File: config.mk
export PLATFORM = sky130hd
export DESIGN_NAME = serial_tx_shift_flat
export DESIGN_NICKNAME = d
export VERILOG_FILES = /design/src/rtl/serial_tx_pkg.sv /design/src/rtl/serial_tx_shift_if.sv /design/src/rtl/serial_tx_bitcnt.sv /design/src/rtl/serial_tx_shift.sv /design/src/flat_wrapper.sv
export SDC_FILE = /design/constraint.sdc
export NUM_CORES = 1
export LEC_CHECK = 0
export ABC_AREA = 1
export BUFFER_PORTS_ARGS = -buffer_cell sky130_fd_sc_hd__buf_2
export CAP_MARGIN = 10
export CORE_AREA = 2 2 39 41
export CTS_BUF_LIST = sky130_fd_sc_hd__clkbuf_4
export DETAILED_ROUTE_END_ITERATION = 16
export DIE_AREA = 0 0 41 43
export GPL_ROUTABILITY_DRIVEN = 0
export HOLD_SLACK_MARGIN = 0.06
export PLACE_DENSITY = 0.76
export SETUP_SLACK_MARGIN = 0.4
export SKIP_LAST_GASP = 1
export SLEW_MARGIN = 20
export SYNTH_ARGS = -nofsm -noshare
export SYNTH_HDL_FRONTEND = slang
export SYNTH_SLANG_ARGS = --single-unit
File: constraint.sdc
create_clock -name clk -period 1.7 [get_ports clk]
set_clock_uncertainty 0.15 [all_clocks]
set_input_delay 0 -clock clk [delete_from_list [all_inputs] [get_ports clk]]
set_output_delay 0 -clock clk [all_outputs]
set_load 0.03 [all_outputs]
File: src/rtl/serial_tx_pkg.sv
// serial_tx_pkg: shared state type, default width and
// parity helper for the serial transmit shifter.
package serial_tx_pkg;

  localparam int DEFAULT_WIDTH = 8;

  typedef enum logic [1:0] {
    IDLE   = 2'd0,
    SHIFT  = 2'd1,
    PARITY = 2'd2
  } state_t;

  // Even parity: XOR of every bit. Zero extension
  // does not change the result, so narrow words are
  // passed widened to 64 bits.
  function automatic logic even_parity(
    input logic [63:0] d
  );
    return ^d;
  endfunction

endpackage

File: src/rtl/serial_tx_shift_if.sv
// serial_tx_shift_if: parallel load handshake plus
// serial line outputs of the transmit shifter.
interface serial_tx_shift_if
  import serial_tx_pkg::*;
#(
  parameter int WIDTH = DEFAULT_WIDTH
) ();

  logic [WIDTH-1:0] load_data;
  logic             load_valid;
  logic             load_ready;
  logic             sdo;
  logic             sdo_valid;
  logic             sdo_first;
  logic             busy;

  modport master (
    output load_data,
    output load_valid,
    input  load_ready,
    input  sdo,
    input  sdo_valid,
    input  sdo_first,
    input  busy
  );

  modport slave (
    input  load_data,
    input  load_valid,
    output load_ready,
    output sdo,
    output sdo_valid,
    output sdo_first,
    output busy
  );

endinterface

File: src/rtl/serial_tx_bitcnt.sv
// serial_tx_bitcnt: bit position counter for the
// transmit shifter, saturating at WIDTH-1.
module serial_tx_bitcnt
  import serial_tx_pkg::*;
#(
  parameter int WIDTH = DEFAULT_WIDTH,
  localparam int CW = $clog2(WIDTH)
) (
  input  logic          clk,
  input  logic          rst,
  input  logic          clr,
  input  logic          inc,
  output logic [CW-1:0] cnt,
  output logic          at_last
);

  assign at_last = (cnt == CW'(WIDTH - 1));

  // Clear wins over increment; never steps past
  // the last bit position.
  always_ff @(posedge clk or posedge rst) begin
    if (rst) begin
      cnt <= '0;
    end else if (clr) begin
      cnt <= '0;
    end else if (inc && !at_last) begin
      cnt <= cnt + CW'(1);
    end
  end

endmodule

File: src/rtl/serial_tx_shift.sv
// serial_tx_shift: parallel-in, serial-out MSB-first
// shifter. Optional parity bit: SERIAL_TX_PARITY_EN.
module serial_tx_shift
  import serial_tx_pkg::*;
#(
  parameter int WIDTH = DEFAULT_WIDTH
) (
  input logic              clk,
  input logic              rst,
  serial_tx_shift_if.slave bus
);

  localparam int CW = $clog2(WIDTH);

  state_t           state;
  state_t           state_nxt;
  logic [WIDTH-1:0] shreg;
  logic [CW-1:0]    cnt;
  logic             at_last;
  logic             accept;
  logic             cnt_clr;
  logic             cnt_inc;
`ifdef SERIAL_TX_PARITY_EN
  logic             par_q;
`endif

  assign accept  = bus.load_valid
                 && bus.load_ready;
  assign cnt_inc = (state == SHIFT);
  assign cnt_clr = accept
                 || (state != SHIFT)
                 || at_last;

  serial_tx_bitcnt #(
    .WIDTH (WIDTH)
  ) u_bitcnt (
    .clk     (clk),
    .rst     (rst),
    .clr     (cnt_clr),
    .inc     (cnt_inc),
    .cnt     (cnt),
    .at_last (at_last)
  );

  // State register.
  always_ff @(posedge clk or posedge rst) begin
    if (rst) begin
      state <= IDLE;
    end else begin
      state <= state_nxt;
    end
  end

  // Next-state: a word ends on its last payload bit
  // (or the parity bit), where a new word may chain.
  always_comb begin
    state_nxt = state;
    unique case (state)
      IDLE: begin
        if (accept) begin
          state_nxt = SHIFT;
        end
      end
      SHIFT: begin
        if (at_last) begin
`ifdef SERIAL_TX_PARITY_EN
          state_nxt = PARITY;
`else
          state_nxt = accept ? SHIFT : IDLE;
`endif
        end
      end
`ifdef SERIAL_TX_PARITY_EN
      PARITY: begin
        state_nxt = accept ? SHIFT : IDLE;
      end
`endif
      default: begin
        state_nxt = IDLE;
      end
    endcase
  end

  // Outputs decoded from registered state only;
  // load_ready additionally gated by reset.
  always_comb begin
    bus.sdo        = 1'b0;
    bus.sdo_valid  = 1'b0;
    bus.sdo_first  = 1'b0;
    bus.busy       = 1'b0;
    bus.load_ready = 1'b0;
    unique case (state)
      IDLE: begin
        bus.load_ready = 1'b1;
      end
      SHIFT: begin
        bus.sdo       = shreg[WIDTH-1];
        bus.sdo_valid = 1'b1;
        bus.sdo_first = (cnt == '0);
        bus.busy      = 1'b1;
`ifndef SERIAL_TX_PARITY_EN
        bus.load_ready = at_last;
`endif
      end
`ifdef SERIAL_TX_PARITY_EN
      PARITY: begin
        bus.sdo        = par_q;
        bus.sdo_valid  = 1'b1;
        bus.busy       = 1'b1;
        bus.load_ready = 1'b1;
      end
`endif
      default: begin
        bus.load_ready = 1'b0;
      end
    endcase
    if (rst) begin
      bus.load_ready = 1'b0;
    end
  end

  // Shift register: load on accept, else shift
  // left with zero fill while transmitting.
  always_ff @(posedge clk or posedge rst) begin
    if (rst) begin
      shreg <= '0;
    end else if (accept) begin
      shreg <= bus.load_data;
    end else if (state == SHIFT) begin
      shreg <= {shreg[WIDTH-2:0], 1'b0};
    end
  end

`ifdef SERIAL_TX_PARITY_EN
  // Parity captured with the word so the shifted
  // register need not be kept intact.
  always_ff @(posedge clk or posedge rst) begin
    if (rst) begin
      par_q <= 1'b0;
    end else if (accept) begin
      par_q <= even_parity(64'(bus.load_data));
    end
  end
`endif

endmodule

File: src/flat_wrapper.sv
// flat-port wrapper written by rule: the top's interface ports become plain ports
module serial_tx_shift_flat import serial_tx_pkg::*;
#(
  parameter int WIDTH = DEFAULT_WIDTH
)
  (clk, rst, bus_load_data, bus_load_valid, bus_load_ready, bus_sdo, bus_sdo_valid, bus_sdo_first, bus_busy);
  serial_tx_shift_if #(.WIDTH(WIDTH)) bus_i ();
  input logic clk;
  input logic rst;
  input wire logic [$bits(bus_i.load_data)-1:0] bus_load_data;
  input wire logic [$bits(bus_i.load_valid)-1:0] bus_load_valid;
  output wire logic [$bits(bus_i.load_ready)-1:0] bus_load_ready;
  output wire logic [$bits(bus_i.sdo)-1:0] bus_sdo;
  output wire logic [$bits(bus_i.sdo_valid)-1:0] bus_sdo_valid;
  output wire logic [$bits(bus_i.sdo_first)-1:0] bus_sdo_first;
  output wire logic [$bits(bus_i.busy)-1:0] bus_busy;
  assign bus_i.load_data = bus_load_data;
  assign bus_i.load_valid = bus_load_valid;
  assign bus_load_ready = bus_i.load_ready;
  assign bus_sdo = bus_i.sdo;
  assign bus_sdo_valid = bus_i.sdo_valid;
  assign bus_sdo_first = bus_i.sdo_first;
  assign bus_busy = bus_i.busy;
  serial_tx_shift #(.WIDTH(WIDTH)) u_core (.clk(clk), .rst(rst), .bus(bus_i));
endmodule
# Yosys cells after proc, flatten, opt, wreduce, memory -nomap -nowiden
# Cells that the tools add are included.
# W data, S select, Z words.
# classes
add_sub_neg	1
multipliers	0
div_mod_pow	0
magnitude_cmp	0
n_eq_ne	5
n_shift	0
n_mux	13
bitwise_logic	0
n_reduce_logical	10
# op_table
op	n
$mux W8	2
$mux W3	2
$ne A2 B1 Y1 const B	3
$mux W1	5
$mux W2	2
$pmux W2 S2	1
$reduce_bool A2 Y1	2
$add A3 B1 Y3 const B	1
$eq A3 B3 Y1 const B	1
$logic_not A3 Y1	1
$eq A2 B1 Y1 const B	1
$logic_and A1 B1 Y1	2
$logic_not A2 Y1	1
$logic_or A1 B1 Y1	2
$pmux W1 S2	1
$reduce_and A2 Y1	1
$logic_not A1 Y1	1
# word_totals
register_bits	13
latchBits	0
ram_bits	0
mem_bits_ro	0
in_bits	11
out_inout_bits	5
elab_cells	32
memories	0

# Depth between registers and ports, before layout
# Gate-level depths: netlist of run 1.
# logic_depth
word_depth	7
mapped_depth	8
mapped_depth_nobuf	7

# Modules after synthesis
# A second synthesis of run 1 with hierarchy kept.
# unflattened
cells_unflattened	96
hier_area_um2	732.0
# modules_own_cells
mod	instances	cells_per_inst	area_each_um2
serial_tx_shift	1	75	561.8
serial_tx_bitcnt	1	21	170.2

# Worst setup path before layout of run 1
# No wires, ideal clock.
# synth_path
path_type	reg2reg
start	register u_core.u_bitcnt.cnt[0]
end	register u_core.shreg[1]
setup_time_ps	69
t_arrival_ps	1416
required_ps	1481
slack_ps	65
path_stages_with_launch	7
path_buffers	0
period_less_slack_ps	1635
path_cell_list	dfrtp_1 -> ha_1 -> ha_1 -> inv_1 -> a21oi_2 -> nand3_1 -> nand3_2
# synth_between
elab_chain_cells	5
elab_cells_between_ends	6
# synth_rtl
item	line	text
start, declared	serial_tx_bitcnt.sv:13	output logic [CW-1:0] cnt,
start signal, assigned	serial_tx_bitcnt.sv:27	cnt <= cnt + CW'(1);
$eq A3 B3 Y1 *	serial_tx_bitcnt.sv:17	assign at_last = (cnt == CW'(WIDTH - 1));
$pmux W1 S2 *	serial_tx_shift.sv:92	unique case (state)
$mux W1 *	serial_tx_shift.sv:117	if (rst) begin
net bus_load_ready	flat_wrapper.sv:12	output wire logic [$bits(bus_i.load_ready)-1:0] bus_load_ready;
$logic_and A1 B1 Y1 *	serial_tx_shift.sv:28	&& bus.load_ready;
$mux W8 / $reduce_bool A2 Y1 (equally long branches)	--	
end signal, assigned	serial_tx_shift.sv:128	shreg <= bus.load_data;
end signal, assigned	serial_tx_shift.sv:130	shreg <= {shreg[WIDTH-2:0], 1'b0};
end, declared	serial_tx_shift.sv:17	logic [WIDTH-1:0] shreg;
# The timed path passes the listed nets; every way through them passes the cells marked *.
# A chain may end at the register's enable or synchronous reset.

# Worst setup path in the final report of run 1
# layout_path
start	register u_core.u_bitcnt.cnt[0]
end	register u_core.shreg[5]
# layout_between
elab_chain_cells	5
elab_cells_between_ends	6
# layout_rtl
item	line
$eq A3 B3 Y1 *	serial_tx_bitcnt.sv:17
$pmux W1 S2 *	serial_tx_shift.sv:92
$mux W1 *	serial_tx_shift.sv:117
$logic_and A1 B1 Y1 *	serial_tx_shift.sv:28
$mux W8 / $reduce_bool A2 Y1 (equally long branches)	--
# Every way passes the cells marked *; elsewhere a longest branch is shown, timed or not.

==> parameters.txt, run 1 <==
Parameter                              Value

Outcome
  Outcome ... finished clean

Clock network
  TritonCTS clock tree ... yes
  Clock latency of the later-clocked register in the worst-skew pair ... around 260 ps
  CTS clk-pin slew, worst paths ... approximately 80 ps
  Sink Count ... 12
  Clock tree root driver cell ... clkbuf_4
  Number of clock buffers inserted by TritonCTS ... 3
  Max clock buf depth ... 2
  Number of levels in the clock H-tree ... 1

Die
  Die Ht ... 43 um
  Area of the core ... 1380 sq um
  Total die area ... ~1800 sq um
  Starting density of the core ... 48.6%
  Top-Level Pins ... 16
  Horiz. Die Dim ... 41 um
  Standard-cell rows ... 14

STA
  Final period utilization ... roughly 86%
  Aggregate negative setup slack ... 0 ps
  Unrepaired setup endpoints after global routing ... true
  Slew Limit Fails ... 0
  Worst-case headroom to the max-slew limit ... 79.5%
  Final Hold Vio Count ... 0
  Number of endpoints failing setup at the final stage ... 0
  Final Critical Period ... 1460 ps
  Setup slack after layout ... around 240 ps
  FMAX ... 683 MHz
  Actual transition at the worst max-transition pin ... 307 ps

Yosys
  Most used standard cell by instance count after synthesis ... nand3_1
  Synth warn ... 0
  Post-Synthesis Net Count ... 82
  Largest cells by area after synthesis ... dfrtp_1 45%, nand3_1 15%, nand3_2 15%
  Dominant synthesized flop cell ... dfrtp_1
  Cell taking the most area after synthesis ... dfrtp_1
  Number of flops mapped to enable cells by yosys ... 0
  Syn Std Cell Area ... 673 sq um
  Area share of the largest cell type after synthesis ... 44.6%
  Number of library cell types mapped by synthesis ... 14
  Synthesized netlist cell count ... 68
  Mapped Avg Cell Area ... 9.90 sq um
  Sequential cell area fraction in the yosys report ... 44.6%
  Top cells by count, synth ... 20 x nand3_1, 12 x dfrtp_1, 10 x nand3_2, 7 x inv_1
  Share of synthesized flip-flops with an asynchronous set or reset ... 100%
  Synthesis-stage register bit count ... 12

Job
  Max cap viols ... 0

Drt
  Number of remaining DRC errors ... 0
  First-pass detailed-route iteration total ... 4
  Wire length per cell ... 14.0 um
  Drt first-iter violations ... 5
  Final ANT Viol Nets ... 0
  Via density per instance ... 5.34
  Vias after detailed routing ... 614
  Aggregate routed wire length ... 1610 um

Pwr
  Power spent charging and discharging nets ... 0.000608 W
  Part of the power in registers ... about a third
  Total leakage power ... around 0.48 nW
  Maximum ir drop on the vdd rail ... just under 700 uV
  Net switching fraction of the power ... 43.2%
  Fraction of power consumed by combinational cells ... a little over 50%
  P_int ... 0.000801 W
  Pwr/cell area ... 1370 nW/um^2
  Clock power frac ... between 10 and 15%

Layout
  Proportion of layout cells with a drive suffix above 1 ... 56.6%
  Area delta synth->final ... 52.8%
  Final #Nets ... 114
  Total inserted antenna cells ... 0

GRT
  Pin count of the biggest net entering global routing ... 13
  First-pass GRT wire length ... 2460 um
  Number of antenna violations at the first check in global routing ... 0
  All-Layer GR Usage ... 20.6%
  Remaining Overflow, GRT ... 0
  Vias in the first global route ... approximately 600

Critical path
  Start-to-end type of the worst setup path ... reg -> reg
  Required time reported for the critical path endpoint ... ~1800 ps
  Worst Path Max Fanout ... 8
  Worst Path Arrival ... 1520 ps
  Category of the worst setup path launch point ... flip-flop
  Endpoint type of the worst setup path ... flip-flop

Placement
  Post-detailed-placement half-perimeter wirelength ... 901 um
  Worst slack after detailed placement ... 161 ps
  Quantity of I/O buffers inserted on ports ... 15

Min path
  Path class of the lowest-slack min-delay path ... in -> async
[sequential cells by signal, summed over array words and instances, names as in the netlist]
signal               cells
u_core.shreg             8
u_core.u_bitcnt.cnt      3
u_core.state             1
[cells in the final DEF, fill, tap and decap left out]
master	n
dfrtp_1	11
nand2_2	1
ha_4	2
buf_2	13
dfrtp_2	1
nor2_1	3
inv_1	5
clkbuf_4	4
ha_2	1
inv_2	2
a21oi_4	1
nand3_2	18
inv_4	1
buf_6	3
nand2_4	1
buf_4	4
dlygate4sd3_1	10
nor2_2	1
nand2_1	3
nand3_1	11
nand3_4	3
[routing by layer]
layer / GRT usage [%] / vias to the layer above / part of all wire (%)
met1: 25.7 / 295 / 39
met2: 32.2 / 19 / 53
li1: - / 294 / -
met4: 8.67 / 0 / 2.7
met5: 0 / - / 0
met3: 5.24 / 6 / 4.8
[cell type report]
| type | instances | area (sq um) |
|---|---|---|
| well taps | 16 | 20.0 |
| clock buffers | 4 | 30.0 |
| multi-input cells | 45 | 415 |
| inverters | 8 | 32.5 |
| flip-flops and latches | 12 | 302 |
| repair buffers | 30 | 229 |
| fillers | 102 | 355 |
[stage by stage]
| step | cells | util (%) | instance area [sq um] | power [W] | hold slack (ps) |
|---|---|---|---|---|---|
| after CTS | 115 | 69.8 | 966 | 0.00134 | 318 |
| after global placement | 96 | 55.8 | 772 | 0.000996 | -39.1 |
| after global routing | 115 | 74.3 | 1030 | 0.00153 | 370 |
| final | 115 | 74.3 | 1030 | 0.00141 | 328 |
| after floorplan | 68 | - | 712 | 0.000922 | -255 |
| after detailed placement | 96 | 55.8 | 772 | 0.00103 | -29.7 |
[kinds of logic after synthesis]
group                      after synthesis  synth area share [%]
AOI/OAI and AO/OA                        1                  1.30
DFF                                     12                  44.6
adders and majority gates                3                  5.58
and+or+nand+nor                         40                  37.7
buffers and inverters                   12                  10.8
[power by group through the flow]
stage	logic, W	registers (W)	clock network [W]
after floorplan	0.000437	0.000485	0
after global placement	0.000494	0.000502	0
after global routing	0.000808	0.000509	0.000209
after CTS	0.000660	0.000485	0.000194
after detailed placement	0.000517	0.000509	0
final	0.000727	0.000494	0.000188
[worst paths after layout]
path	from	end	slack [ps]	cells after the start
max	u_core.u_bitcnt.cnt[0]$_DFFE_PP0P_	u_core.shreg[5]$_DFFE_PP0P_	240	7
min	rst	u_core.shreg[7]$_DFFE_PP0P_	330	4
max reg2reg	u_core.u_bitcnt.cnt[0]$_DFFE_PP0P_	u_core.shreg[5]$_DFFE_PP0P_	240	7
min reg2reg	u_core.shreg[3]$_DFFE_PP0P_	u_core.shreg[3]$_DFFE_PP0P_	380	2
max in group asynchronous	rst	u_core.u_bitcnt.cnt[1]$_DFFE_PP0P_	910	4
min in group clk	bus_load_data[0]	u_core.shreg[0]$_DFFE_PP0P_	350	4
[what timing repair did]
action | CTS | global route
setup buffers | 4 | 0
resized for setup | 6 | 13
setup endpoints to repair | 12 | 11
gates cloned | 1 | 0
hold buffers | 10 | 0
pin swaps | 1 | 7
endpoints found under the hold margin | 21 | 0
[critical path, cell delays in order (launching register included)]
cell and delay [ps]:
dfrtp_1 400, ha_2 200, ha_4 160, inv_4 70
nand2_4 90, nand3_4 170, nand3_2 90, nand3_1 90
(Power assumes the default switching activity.)
==> inputs of run 2 (changes only) <==
Settings changed: CORE_AREA 2 2 39 41 to unset, CORE_UTILIZATION set to 50, DIE_AREA 0 0 41 43 to unset, PLACE_DENSITY 0.76 to 0.75.
==> parameters.txt, run 2 (synthesis gave the netlist of run 1 again) <==
Parameter                              Value

STA
  Number of endpoints failing setup at the final stage ... 0 (unchanged)
  Final period utilization ... 88.4% (was 86.2%)
  Worst-case headroom to the max-slew limit ... 79.2% (was 79.5%)
  Slew Limit Fails ... 0 (unchanged)
  Final Critical Period ... 1500 ps (was 1460 ps)
  Actual transition at the worst max-transition pin ... 312 ps (was 307 ps)
  Final Hold Vio Count ... 0 (unchanged)
  FMAX ... 666 MHz (was 683 MHz)
  Aggregate negative setup slack ... 0 ps (unchanged)
  Unrepaired setup endpoints after global routing ... true (unchanged)

Die
  Area of the core ... 1170 sq um (was 1380 sq um)
  Total die area ... 1500 sq um (was 1760 sq um)
  Horiz. Die Dim ... 38.7 um (was 41 um)
  Top-Level Pins ... 16 (unchanged)
  Die Ht ... 38.7 um (was 43 um)
  Standard-cell rows ... 12 (was 14)
  Starting density of the core ... 57.5% (was 48.6%)

Drt
  Vias after detailed routing ... 628 (was 614)
  Wire length the detailed router placed on met1 ... 799 um (was 633 um)
  Wire length per cell ... 15.9 um (was 14.0 um)
  Number of remaining DRC errors ... 0 (unchanged)
  Drt first-iter violations ... 12 (was 5)
  Aggregate routed wire length ... 1830 um (was 1610 um)
  Final ANT Viol Nets ... 0 (unchanged)
  Met3 routed wirelength ... 46 um (was 77 um)
  Via density per instance ... 5.46 (was 5.34)
  First-pass detailed-route iteration total ... 4 (unchanged)
  Wire length on met2 ... 976 um (was 855 um)
  DR top layer ... met4 (unchanged)

Job
  Max cap viols ... 0 (unchanged)

Placement
  Cells after DPL ... 94 (was 96)
  Post-detailed-placement half-perimeter wirelength ... 942 um (was 901 um)
  Post-placement cell area ... 769 sq um (was 772 sq um)
  Quantity of I/O buffers inserted on ports ... 15 (unchanged)

Critical path
  Worst Path Max Fanout ... 8 (unchanged)
  Worst Path Arrival ... 1510 ps (was 1520 ps)
  Start-to-end type of the worst setup path ... reg -> reg (unchanged)
  Category of the worst setup path launch point ... flip-flop (unchanged)
  Launch instance of the worst register-to-register path ... u_core.u_bitcnt.cnt[0]$_DFFE_PP0P_ (unchanged)
  Delay contributed by the slowest stage of the critical path ... 390 ps (was 400 ps)
  Critical path buffer and inverter count ... 2 (was 1)
  Cell family with the largest share of critical-path delay ... flip-flops (was simple AND/OR/NAND/NOR gates)
  Required time reported for the critical path endpoint ... 1710 ps (was 1750 ps)
  Library cell appearing most often on the critical path ... nand3_1
  Timing startpoint of the critical path ... u_core.u_bitcnt.cnt[0]$_DFFE_PP0P_ (unchanged)
  Critical Path, Cell by Cell ... ha_2 > ha_4 > inv_6 > a21oi_4 > buf_6 > nand3_1 > nand3_1 (was ha_2 > ha_4 > inv_4 > nand2_4 > nand3_4 > nand3_2 > nand3_1)
  Endpoint type of the worst setup path ... flip-flop (unchanged)
  Cell with the largest stage delay on the worst path ... dfrtp_1 (unchanged)

Min path
  Path class of the lowest-slack min-delay path ... in -> async (unchanged)

Layout
  Area delta synth->final ... 55.4% (was 52.8%)
  Number of filler cells placed in the layout ... 53 (was 102)
  Largest register by flop count ... u_core.shreg (unchanged)
  Highest-count cells in the layout ignoring fill and taps ... 16 x nand3_2, 14 x nand3_1, 12 x buf_2, 11 x dfrtp_1, 10 x dlygate4sd3_1 (was 18 x nand3_2, 13 x buf_2, 11 x nand3_1, 11 x dfrtp_1, 10 x dlygate4sd3_1)
  Proportion of layout cells with a drive suffix above 1 ... 54.5% (was 56.6%)
  Total non-filler cell area in the finished layout ... 1050 sq um (was 1030 sq um)
  Final instance count without filler cells ... 115 (unchanged)
  Total inserted antenna cells ... 0 (unchanged)
  Flip-flop count of the largest register after layout ... 8 (unchanged)
  Final #Nets ... 116 (was 114)
  Largest registers ... u_core.shreg: 8 flops, u_core.u_bitcnt.cnt: 3 flops, u_core.state: 1 flops (unchanged)
  Most frequent standard cell in the layout excluding fill and tap cells ... nand3_2 (unchanged)

Clock network
  TritonCTS clock tree ... yes (unchanged)
  Number of clock buffers inserted by TritonCTS ... 3 (unchanged)
  Number of levels in the clock H-tree ... 1 (unchanged)
  Clock latency of the later-clocked register in the worst-skew pair ... 280 ps (was 260 ps)
  Clock tree root driver cell ... clkbuf_4 (unchanged)
  Max clock buf depth ... 2 (unchanged)
  Sink Count ... 12 (unchanged)
  CTS clk-pin slew, worst paths ... 90 ps (was 80 ps)

Pwr
  Maximum ir drop on the vdd rail ... 1110 uV (was 696 uV)
  Total leakage power ... 0.489 nW (was 0.476 nW)
  Overall power after layout ... 0.00154 W (was 0.00141 W)
  Pwr/cell area ... 1470 nW/um^2 (was 1370 nW/um^2)

GRT
  Vias in the first global route ... 585 (was 597)
  Pin count of the biggest net entering global routing ... 13 (unchanged)
  Remaining Overflow, GRT ... 0 (unchanged)
  All-Layer GR Usage ... 27.3% (was 20.6%)
  Number of antenna violations at the first check in global routing ... 0 (unchanged)
  First-pass GRT wire length ... 2680 um (was 2460 um)

Outcome
  Outcome ... finished clean (unchanged)
run 2: path summary, 6_finish.rpt:
path | endpoint | slack [ps] | cells after the start
min reg2reg | u_core.shreg[4]$_DFFE_PP0P_ | 390 | 2
max in group asynchronous | u_core.state[0]$_DFFE_PP0P_ | 900 | 4
max | u_core.shreg[3]$_DFFE_PP0P_ | 200 | 7
max reg2reg | u_core.shreg[3]$_DFFE_PP0P_ | 200 | 7
min | u_core.shreg[4]$_DFFE_PP0P_ | 320 | 4
min in group clk | u_core.shreg[1]$_DFFE_PP0P_ | 320 | 4
run 2: where the power goes:
part / internal, W / leakage [nW] / switching, W
Combinational: 0.000372 / 0.319 / 0.000478
Sequential: 0.000388 / 0.154 / 0.000106
Clock: 0.0000852 / 0.0154 / 0.000106
run 2: metrics by stage:
| step | utilization, % | hold WS, ps | worst slack, ps |
|---|---|---|---|
| 3_5_place_dp | 65.7 | -42.1 | 160 |
| 3_3_place_gp | 65.7 | -43.4 | 216 |
| 6_report | 89.3 | 323 | 198 |
| 2_1_floorplan | - | -255 | 250 |
| 4_1_cts | 84.4 | 297 | 228 |
| 5_1_grt | 89.3 | 335 | 175 |
run 2: final cells by class:
class	count	area, sq um	area share (%)
flip-flops and latches	12	302	28.8
clock inverters	1	3.75	0.359
inverters	8	35.0	3.35
well taps	14	17.5	1.67
multi-input cells	45	412	39.4
repair buffers	32	254	24.3
clock buffers	3	22.5	2.15
run 2: tightest hold or removal path: cells and delay by family:
family                 cells  cell delay [ps]
buffers and inverters      4             1110
run 2: repair_timing:
item,CTS,global route
pin swaps,6,8
endpoints found under the hold margin,21,0
setup endpoints to repair,12,15
hold buffers,10,0
gates resized for setup,8,15
gates cloned,1,0
buffers inserted,6,0
run 2: metal layers:
| layer | track usage [%] | vias to the layer above |
|---|---|---|
| met2 | 47.1 | 13 |
| met1 | 33.1 | 317 |
| met3 | 5.20 | 2 |
| met4 | 10.3 | 0 |
| li1 | - | 296 |
| met5 | 0 | - |
==> inputs of run 3 (changes only) <==
Settings changed: SETUP_SLACK_MARGIN 0.4 to unset.
==> parameters.txt, run 3 (synthesis gave the netlist of run 1 again) <==
Parameter                              Value

Drt
  Number of remaining DRC errors ... 0 (unchanged)
  First-pass detailed-route iteration total ... 2 (was 4)
  Via density per instance ... 4.95 (was 5.46)
  Aggregate routed wire length ... 1380 um (was 1830 um)
  Wire length on met2 ... 647 um (was 976 um)
  DR top layer ... met4 (unchanged)
  Vias after detailed routing ... 549 (was 628)
  Wire length the detailed router placed on met1 ... 652 um (was 799 um)
  Met3 routed wirelength ... 58 um (was 46 um)
  Drt first-iter violations ... 11 (was 12)
  Final ANT Viol Nets ... 0 (unchanged)
  Wire length per cell ... 12.5 um (was 15.9 um)

GRT
  Remaining Overflow, GRT ... 0 (unchanged)
  First-pass GRT wire length ... 2270 um (was 2680 um)
  Vias in the first global route ... 535 (was 585)
  Pin count of the biggest net entering global routing ... 17 (was 13)
  All-Layer GR Usage ... 24.3% (was 27.3%)
  Number of antenna violations at the first check in global routing ... 0 (unchanged)

STA
  FMAX ... 631 MHz (was 666 MHz)
  Setup slack after layout ... 115 ps (was 198 ps)
  Aggregate negative setup slack ... 0 ps (unchanged)
  Number of endpoints failing setup at the final stage ... 0 (unchanged)
  Slew Limit Fails ... 0 (unchanged)
  Actual transition at the worst max-transition pin ... 240 ps (was 312 ps)
  Worst-case headroom to the max-slew limit ... 84.0% (was 79.2%)
  Unrepaired setup endpoints after global routing ... false (was true)
  Final period utilization ... 93.2% (was 88.4%)
  Worst-case hold slack ... 286 ps (was 323 ps)
  Final Hold Vio Count ... 0 (unchanged)
  Final Critical Period ... 1590 ps (was 1500 ps)

Die
  Top-Level Pins ... 16 (unchanged)
  Standard-cell rows ... 12 (unchanged)
  Area of the core ... 1170 sq um (unchanged)
  Horiz. Die Dim ... 38.7 um (unchanged)
  Total die area ... 1500 sq um (unchanged)
  Die Ht ... 38.7 um (unchanged)
  Starting density of the core ... 57.5% (unchanged)

Pwr
  Pwr/cell area ... 1350 nW/um^2 (was 1470 nW/um^2)
  Maximum ir drop on the vdd rail ... 956 uV (was 1110 uV)
  Total leakage power ... 0.449 nW (was 0.489 nW)

Layout
  Total non-filler cell area in the finished layout ... 903 sq um (was 1050 sq um)
  Total inserted antenna cells ... 0 (unchanged)
  Most frequent standard cell in the layout excluding fill and tap cells ... nand3_1 (was nand3_2)
  Largest registers ... u_core.shreg: 8 flops, u_core.u_bitcnt.cnt: 3 flops, u_core.state: 1 flops (unchanged)
  Proportion of layout cells with a drive suffix above 1 ... 38.1% (was 54.5%)
  Highest-count cells in the layout ignoring fill and taps ... 20 x nand3_1, 14 x buf_2, 12 x dfrtp_1, 10 x nand3_2, 10 x dlygate4sd3_1 (was 16 x nand3_2, 14 x nand3_1, 12 x buf_2, 11 x dfrtp_1, 10 x dlygate4sd3_1)
  Largest register by flop count ... u_core.shreg (unchanged)
  Area delta synth->final ... 34.2% (was 55.4%)
  Flip-flop count of the largest register after layout ... 8 (unchanged)
  Final instance count without filler cells ... 111 (was 115)
  Final #Nets ... 112 (was 116)

Critical path
  Cell family with the largest share of critical-path delay ... flip-flops (unchanged)
  Delay contributed by the slowest stage of the critical path ... 380 ps (was 390 ps)
  Critical Path, Cell by Cell ... ha_1 > ha_1 > inv_2 > a21oi_4 > buf_6 (was ha_2 > ha_4 > inv_6 > a21oi_4 > buf_6 > nand3_1 > nand3_1)
  Category of the worst setup path launch point ... flip-flop (unchanged)
  Start-to-end type of the worst setup path ... reg -> out (was reg -> reg)
  Cell with the largest stage delay on the worst path ... dfrtp_1 (unchanged)
  Worst Path Arrival ... 1440 ps (was 1510 ps)
  Library cell appearing most often on the critical path ... ha_1 (was nand3_1)
  Endpoint type of the worst setup path ... primary output (was flip-flop)
  Worst Path Max Fanout ... 8 (unchanged)
  Required time reported for the critical path endpoint ... 1550 ps (was 1710 ps)
  Critical path buffer and inverter count ... 2 (unchanged)

Clock network
  Number of levels in the clock H-tree ... 1 (unchanged)
  Sink Count ... 12 (unchanged)
  Number of clock buffers inserted by TritonCTS ... 3 (unchanged)
  Clock tree root driver cell ... clkbuf_4 (unchanged)
  Clock latency of the later-clocked register in the worst-skew pair ... 280 ps (about the same)
  TritonCTS clock tree ... yes (unchanged)
  CTS clk-pin slew, worst paths ... 80 ps (was 90 ps)
  Max clock buf depth ... 2 (unchanged)

Min path
  Path class of the lowest-slack min-delay path ... in -> async (unchanged)

Job
  Max cap viols ... 0 (unchanged)

Placement
  Worst slack after detailed placement ... 119 ps (was 160 ps)
  Cells after DPL ... 95 (was 94)
  Post-detailed-placement half-perimeter wirelength ... 843 um (was 942 um)
  Quantity of I/O buffers inserted on ports ... 15 (unchanged)
  Post-placement cell area ... 738 sq um (was 769 sq um)

Outcome
  Outcome ... finished clean (unchanged)
run 3: worst paths after layout:
check	start	endpoint	slack [ps]	cells after the start
max in group asynchronous	rst	u_core.shreg[1]$_DFFE_PP0P_	960	4
min in group clk	u_core.u_bitcnt.cnt[0]$_DFFE_PP0P_	u_core.u_bitcnt.cnt[0]$_DFFE_PP0P_	320	1
worst max-delay path	u_core.u_bitcnt.cnt[0]$_DFFE_PP0P_	bus_load_ready	110	5
worst max register to register	u_core.u_bitcnt.cnt[0]$_DFFE_PP0P_	u_core.shreg[3]$_DFFE_PP0P_	150	7
worst min register to register	u_core.u_bitcnt.cnt[0]$_DFFE_PP0P_	u_core.u_bitcnt.cnt[0]$_DFFE_PP0P_	320	1
worst min-delay path	rst	u_core.shreg[2]$_DFFE_PP0P_	290	4
run 3: per-layer routing:
layer | up-vias | global-route usage [%]
met1 | 243 | 27.3
li1 | 288 | -
met4 | 0 | 12.9
met5 | - | 0
met2 | 14 | 39.6
met3 | 4 | 8.67
run 3: timing repair:
| item | 4_1_cts | 5_1_grt |
|---|---|---|
| endpoints found under the setup margin | 1 | 9 |
| pin swaps | 0 | 2 |
| hold endpoints to repair | 20 | 0 |
| gates cloned | 0 | 1 |
| resized for setup | 1 | 5 |
| hold buffers | 10 | 0 |
| setup buffers | 0 | 1 |
run 3: final cells by class:
class	instances	area [sq um]
multi-input combinational	45	325
tap	14	17.5
fill	88	268
timing repair buffer	28	204
sequential	12	300
inverter	8	30.0
clock buffer	3	22.5
clock inverter	1	3.75
run 3: stage by stage:
step,utilization (%),power [W]
6_report,77.1,0.00122
4_1_cts,74.5,0.00119
2_1_floorplan,-,0.000874
3_5_place_dp,63.0,0.000978
5_1_grt,77.1,0.00132
3_3_place_gp,63.0,0.000962
run 3: where the power goes:
part	leakage, nW	internal, W	total, W	switching (W)
combinational	0.279	0.000206	0.000559	0.000353
sequential	0.155	0.000386	0.000468	0.0000823
clock	0.0154	0.0000852	0.000190	0.000105
run 3: worst reg2reg max path: stages, from the launching register on:
cell	delay [ps]
dfrtp_1	400
ha_1	210
ha_1	180
inv_2	80
nand2_2	130
nand3_4	170
nand3_1	90
nand3_1	90
